File: src/rtl/csc_rgb2ycbcr.sv
// csc_rgb2ycbcr: 4-stage RGB -> YCbCr colour-space converter with per-frame mode (BT.601 / bypass).
// Define CSC_BT709_EN to compile in the BT.709 coefficient set as mode 1.

module csc_rgb2ycbcr #(
    parameter int DW = 8,
    parameter int CF = 8
) (
    input  logic          clk,
    input  logic          rst_n,
    input  logic          per_img_vsync,
    input  logic          per_img_herf,
    input  logic          per_img_valid,
    input  logic [DW-1:0] per_img_red,
    input  logic [DW-1:0] per_img_green,
    input  logic [DW-1:0] per_img_blue,
    input  logic [1:0]    mode_sel,
    output logic          post_img_vsync,
    output logic          post_img_herf,
    output logic          post_img_valid,
    output logic [DW-1:0] post_img_Y,
    output logic [DW-1:0] post_img_Cb,
    output logic [DW-1:0] post_img_Cr,
    output logic [1:0]    mode_active
);

    localparam int ACCW = DW + CF + 3;

    typedef logic signed [ACCW-1:0] acc_t;
    typedef enum logic [1:0] {
        MODE_601    = 2'd0,
        MODE_709    = 2'd1,
        MODE_BYPASS = 2'd2,
        MODE_RSVD   = 2'd3
    } mode_e;

    // Coefficients are given at 2^8 scale; rescale to 2^CF, rounding half away from zero.
    function automatic int scale_coef(input int c8);
        longint num;
        longint mag;
        num = longint'(c8) * (longint'(1) << CF);
        mag = (num < 0) ? -num : num;
        mag = (mag + 64'sd128) / 64'sd256;
        return (num < 0) ? -int'(mag) : int'(mag);
    endfunction

    localparam acc_t ZERO    = acc_t'(0);
    localparam acc_t ONE_PIX = acc_t'(longint'(1) << CF);
    localparam acc_t ROUND   = acc_t'(longint'(1) << (CF - 1));
    localparam acc_t OFFSET  = acc_t'(longint'(1) << (DW + CF - 1));
    localparam acc_t PIX_MAX = acc_t'((longint'(1) << DW) - 1);

    localparam acc_t C601_YR  = acc_t'(scale_coef(77));
    localparam acc_t C601_YG  = acc_t'(scale_coef(150));
    localparam acc_t C601_YB  = acc_t'(scale_coef(29));
    localparam acc_t C601_CBR = acc_t'(scale_coef(-43));
    localparam acc_t C601_CBG = acc_t'(scale_coef(-85));
    localparam acc_t C601_CBB = acc_t'(scale_coef(128));
    localparam acc_t C601_CRR = acc_t'(scale_coef(128));
    localparam acc_t C601_CRG = acc_t'(scale_coef(-107));
    localparam acc_t C601_CRB = acc_t'(scale_coef(-21));

`ifdef CSC_BT709_EN
    localparam acc_t C709_YR  = acc_t'(scale_coef(54));
    localparam acc_t C709_YG  = acc_t'(scale_coef(183));
    localparam acc_t C709_YB  = acc_t'(scale_coef(19));
    localparam acc_t C709_CBR = acc_t'(scale_coef(-29));
    localparam acc_t C709_CBG = acc_t'(scale_coef(-99));
    localparam acc_t C709_CBB = acc_t'(scale_coef(128));
    localparam acc_t C709_CRR = acc_t'(scale_coef(128));
    localparam acc_t C709_CRG = acc_t'(scale_coef(-116));
    localparam acc_t C709_CRB = acc_t'(scale_coef(-12));
`endif

    function automatic logic [DW-1:0] clamp_pix(input acc_t a);
        acc_t s;
        s = a >>> CF;
        if (s < ZERO)
            return '0;
        if (s > PIX_MAX)
            return '1;
        return s[DW-1:0];
    endfunction

    logic          vsync_q;
    logic          vsync_rise;
    mode_e         mode_cur;
    mode_e         mode_req;
    mode_e         pix_mode;
    mode_e         tag_s1;
    acc_t          pix     [3];
    acc_t          coef    [3][3];
    acc_t          prod_s1 [3][3];
    acc_t          acc_s2  [3];
    logic [DW-1:0] res_s3  [3];
    logic [3:0]    vsync_sr;
    logic [3:0]    herf_sr;
    logic [3:0]    valid_sr;

    // Unsupported requests (reserved, or 709 when not built in) fall back to BT.601.
    always_comb begin
        mode_req = MODE_601;
        case (mode_sel)
`ifdef CSC_BT709_EN
            2'd1:    mode_req = MODE_709;
`endif
            2'd2:    mode_req = MODE_BYPASS;
            default: mode_req = MODE_601;
        endcase
    end

    assign vsync_rise  = per_img_vsync & ~vsync_q;
    assign pix_mode    = vsync_rise ? mode_req : mode_cur;
    assign mode_active = mode_cur;

    assign pix[0] = acc_t'({{(ACCW-DW){1'b0}}, per_img_red});
    assign pix[1] = acc_t'({{(ACCW-DW){1'b0}}, per_img_green});
    assign pix[2] = acc_t'({{(ACCW-DW){1'b0}}, per_img_blue});

    // Bypass is an identity matrix so it shares the same datapath and latency.
    always_comb begin
        coef = '{'{C601_YR,  C601_YG,  C601_YB},
                 '{C601_CBR, C601_CBG, C601_CBB},
                 '{C601_CRR, C601_CRG, C601_CRB}};
        case (pix_mode)
`ifdef CSC_BT709_EN
            MODE_709: coef = '{'{C709_YR,  C709_YG,  C709_YB},
                               '{C709_CBR, C709_CBG, C709_CBB},
                               '{C709_CRR, C709_CRG, C709_CRB}};
`endif
            MODE_BYPASS: coef = '{'{ONE_PIX, ZERO, ZERO},
                                  '{ZERO, ONE_PIX, ZERO},
                                  '{ZERO, ZERO, ONE_PIX}};
            default: ;
        endcase
    end

    always_ff @(posedge clk or negedge rst_n) begin
        if (!rst_n) begin
            vsync_q  <= 1'b0;
            mode_cur <= MODE_601;
            tag_s1   <= MODE_601;
            for (int c = 0; c < 3; c++)
                for (int k = 0; k < 3; k++)
                    prod_s1[c][k] <= ZERO;
        end else begin
            vsync_q <= per_img_vsync;
            if (vsync_rise)
                mode_cur <= mode_req;
            tag_s1 <= pix_mode;
            for (int c = 0; c < 3; c++)
                for (int k = 0; k < 3; k++)
                    prod_s1[c][k] <= coef[c][k] * pix[k];
        end
    end

    // Chroma offset is skipped for bypass pixels, which is why the mode tag rides along to S2.
    always_ff @(posedge clk or negedge rst_n) begin
        if (!rst_n) begin
            for (int c = 0; c < 3; c++) begin
                acc_s2[c] <= ZERO;
                res_s3[c] <= '0;
            end
        end else begin
            for (int c = 0; c < 3; c++) begin
                acc_s2[c] <= prod_s1[c][0] + prod_s1[c][1] + prod_s1[c][2] + ROUND
                             + (((c != 0) && (tag_s1 != MODE_BYPASS)) ? OFFSET : ZERO);
                res_s3[c] <= clamp_pix(acc_s2[c]);
            end
        end
    end

    always_ff @(posedge clk or negedge rst_n) begin
        if (!rst_n) begin
            vsync_sr    <= '0;
            herf_sr     <= '0;
            valid_sr    <= '0;
            post_img_Y  <= '0;
            post_img_Cb <= '0;
            post_img_Cr <= '0;
        end else begin
            vsync_sr    <= {vsync_sr[2:0], per_img_vsync};
            herf_sr     <= {herf_sr[2:0], per_img_herf};
            valid_sr    <= {valid_sr[2:0], per_img_valid};
            post_img_Y  <= valid_sr[2] ? res_s3[0] : '0;
            post_img_Cb <= valid_sr[2] ? res_s3[1] : '0;
            post_img_Cr <= valid_sr[2] ? res_s3[2] : '0;
        end
    end

    assign post_img_vsync = vsync_sr[3];
    assign post_img_herf  = herf_sr[3];
    assign post_img_valid = valid_sr[3];

endmodule

File: config.mk
export PLATFORM = sky130hd
export DESIGN_NAME = csc_rgb2ycbcr
export DESIGN_NICKNAME = d
export VERILOG_FILES = /design/src/rtl/csc_rgb2ycbcr.sv
export SDC_FILE = /design/constraint.sdc
export NUM_CORES = 1
export LEC_CHECK = 0
export CAP_MARGIN = 20
export CORE_AREA = 2 2 237 169
export CTS_CLUSTER_SIZE = 30
export DETAILED_ROUTE_END_ITERATION = 7
export DIE_AREA = 0 0 239 171
export PLACE_DENSITY = 0.68
export SLEW_MARGIN = 10
export SYNTH_ARGS = -nofsm -noshare
export SYNTH_HDL_FRONTEND = slang
export SYNTH_SLANG_ARGS = --single-unit
File: constraint.sdc
create_clock -name clk -period 6.9 [get_ports clk]
set_input_delay 0.69 -clock clk [delete_from_list [all_inputs] [get_ports clk]]
set_output_delay 0.69 -clock clk [all_outputs]
set_load 0.02 [all_outputs]
==> impl_summary.md <==
CTS
CTS built an H-tree with a depth of 1. The post-CTS setup-driven buffer insertion count is 0. The register clock-pin slew on the reported worst setup and hold paths is 0.06 ns. Post-CTS repair changed the size of 0 cells. The cell sitting at the root of the clock tree is a clkbuf_16. For the worst-skew pair, the clock arrives at the later sink with an insertion delay of 0.54 ns. The number of hold buffers added after cts is 0. The tree built by TritonCTS fans out to 221 sinks. The TritonCTS clock tree is done. Clock tree synthesis inserted a total of 24 buffers. The clock passes through at most 3 buffers.

Detailed routing
After detailed routing, the number of remaining DRC violations is 0. The wire length after detailed routing is 41.1 mm. In the final routed layout, each cell accounts on average for between 15 and 20 um. The first routing iteration left around 720 violations. Dividing the detail-routed via count by the number of cells gives 5.11.

The detailed-router iteration count before antenna repair is 5. The remaining number of nets flagged by the antenna check after routing is 0. The routed layout has roughly 12000 vias.

Timing
The number of endpoints with negative hold slack in the final report is 0. Setup violations remaining at the end of the flow were counted as 0. Setup repair after global routing left no endpoint under its margin. The count of final max-slew check failures is 0. The worst clock skew on the final layout is 0.0133 ns. At the pin with the least slew margin, the transition time is 1.00 ns. The worst pin sits at a relative slew slack of 0.332. The setup total negative slack is 0 ns. Of the available clock period, the critical path in the final layout requires 0.893. The maximum clock frequency is 162 MHz.

The final critical path time including I/O delays and setup is 6.16 ns.

Setup path
The launching element of the worst setup path is per_img_vsync. The worst register-to-register path begins at vsync_sr[0]. The maximum single-stage delay on the critical path is 0.54 ns. The worst setup path is captured at a register. The critical path launch point type is an input port. The cell at the slowest stage of the critical path is fa_1. In this design, the largest share of critical-path delay is due to adder cells. Walking the worst path, the cells encountered are clkdlybuf4s50_1 > nand2b_1 > or3b_1 > o21a_1 > and2_1 > xor2_1 > and2_1 > ha_1 > xor2_1 > ha_1 > inv_1 > fa_1 > fa_1 > inv_1 > ha_1 > a21oi_1 > o21ai_0 > nand2_1 > o21ai_0 > o41ai_1 > o21ai_0 > xnor2_1. In this run the worst path has a maximum fanout of 8. The required time of the critical path is 7.31 ns. The buffering stage count on the worst path with inverters included is 3. At the worst endpoint, the arrival time is 6.57 ns. The worst setup path is of the input port to register kind.

Layout
From synthesis to final layout, the design area changed by 11.0%. 0 antenna diodes ended up in the layout. The share of post-route cells with drive strength above 1 is 0.0377. The top cell types in the final layout, fill and taps aside, are inv_1, ha_1, dfrtp_1. The leading cell type in the layout, fill and taps excluded is inv_1.

The net count of the finished layout is 2458.

Synth
The most used flip-flop cell after synthesis is dfrtp_1. The biggest area consumer among synthesized cells is dfrtp_1. The warning count from the yosys run is 0. The number of flops mapped to enable cells by yosys is 0.

By area the synthesized netlist is led by dfrtp_1, ha_1, fa_1. The share of Yosys cell area claimed by the top area cell type is 0.289. The cell area after synthesis is 19100 sq um. The gate count of the mapped netlist is 1851. Counting flops with an async set or reset pin after synthesis yields a share of 1.00. The number of unique standard cell types used by synthesis is between 60 and 70. Each instance of the synthesized netlist takes up on average a little over 10 sq um. Synthesis inferred 221 register bits.

The fraction of the yosys area taken by sequential cells is 0.289.

Placed design
The number of buffer cells added on primary ports is 59. Routability-driven placement finished with a final weighted congestion of 0.923. Summed over all nets, the half-perimeter wirelength after detailed placement is 34.4 mm.

Global routing
The global-route met3 utilization is 0.0432. The total overflow left after global routing is 0. The global routing met2 resource utilization is 0.322. The first global-routing pass estimated between 60 and 70 mm of wire.

The number of antenna violations at the first check in global routing came to 2. For met1 alone, demand over resource in global routing was 0.315. The number of global-route vias before repair is 12800. Entering global routing, the biggest net connects 86 pins. The global-route total usage across every layer is 0.212. The most crowded layer after global routing is met2.

Run status
The run finished with clean final reports.

Floorplanning
The die is between 150 and 200 um tall. The total I/O pin count is 60. The horizontal die dimension is 239 um.

The initial cell density of the core is 0.491. After floorplanning, the core was divided into approximately 60 placement rows. The die covers just over 40000 sq um.

The standard cell core area is 38900 sq um.

Flow run
The tool flagged a number of max-cap violations equal to 0.

Hold path
The min-delay analysis places its worst path in the category input port to async pin.
## cells in the mapped netlist, drive strengths merged (3+ instances only)
| library cell | n |
|---|---|
| a211oi | 6 |
| a21boi | 5 |
| a21o | 27 |
| a21oi | 67 |
| a31oi | 8 |
| and2 | 55 |
| and3 | 28 |
| buf | 5 |
| clkbuf | 23 |
| dfrtp | 221 |
| fa | 168 |
| ha | 342 |
| inv | 351 |
| nand2 | 60 |
| nand2b | 11 |
| nand3 | 18 |
| nand4 | 4 |
| nor2 | 134 |
| nor2b | 16 |
| nor3 | 28 |
| nor3b | 3 |
| o211ai | 4 |
| o21a | 9 |
| o21ai | 45 |
| o21bai | 12 |
| o31a | 3 |
| or2 | 14 |
| or3 | 5 |
| xnor2 | 111 |
| xor2 | 39 |
## sequential cells by signal, summed over array words and instances (netlist names)
register / flops
post_img_Y: 8
valid_sr: 4
prod_s1: 126
post_img_Cr: 8
post_img_Cb: 8
acc_s2: 33
vsync_sr: 4
tag_s1: 2
res_s3: 24
herf_sr: 4
## cell families (layout without fill, tap and decap cells)
kind of cell / count (synthesis) / after routing / synth area share
fa+ha+maj: 511 / 511 / 0.400
simple gates: 383 / 383 / 0.0985
mux: 2 / 2 / 0.00105
xor+xnor: 150 / 150 / 0.0691
compound gates: 204 / 204 / 0.0676
flops: 221 / 221 / 0.289
buf+inv: 379 / 459 / 0.0745
other cells: 1 / 4 / 0.000196
## metrics by stage
stage,area (sq um),instances,util,worst slack (ns),hold slack (ns)
4_1_cts,21200,2438,0.545,0.784,0.137
6_report,21200,2438,0.545,0.739,0.117
5_1_grt,21200,2438,0.545,0.451,0.157
2_1_floorplan,19100,1854,-,1.22,0.331
3_3_place_gp,20300,2395,0.522,0.466,0.333
3_5_place_dp,20300,2395,0.522,0.250,0.337
## cell type report
cell class | instances | area (sq um)
inverters | 351 | 1320
repair buffers | 65 | 641
flip-flops and latches | 221 | 5530
well taps | 504 | 631
clock inverters | 16 | 290
fillers | 3429 | 17700
clock buffers | 27 | 632
multi-input cells | 1254 | 12200
## routing by layer
layer | vias to the layer above | wire, um
met2 | 266 | 17400
met3 | 49 | 2600
met4 | 0 | 837
met5 | - | 0
met1 | 6064 | 20300
li1 | 6077 | -
## worst paths after layout
path / cells past startpoint / slack (ns) / to
max: 22 / 0.74 / prod_s1[18]
min: 1 / 0.12 / res_s3[21]
max reg2reg: 21 / 0.92 / prod_s1[18]
min reg2reg: 0 / 0.35 / herf_sr[3]
max in group asynchronous: 2 / 5.44 / post_img_Cb[4]
min in group clk: 0 / 0.35 / herf_sr[3]
Power is not shown: default switching activity piles up to over one toggle a cycle in this logic, so the estimate is an artifact.
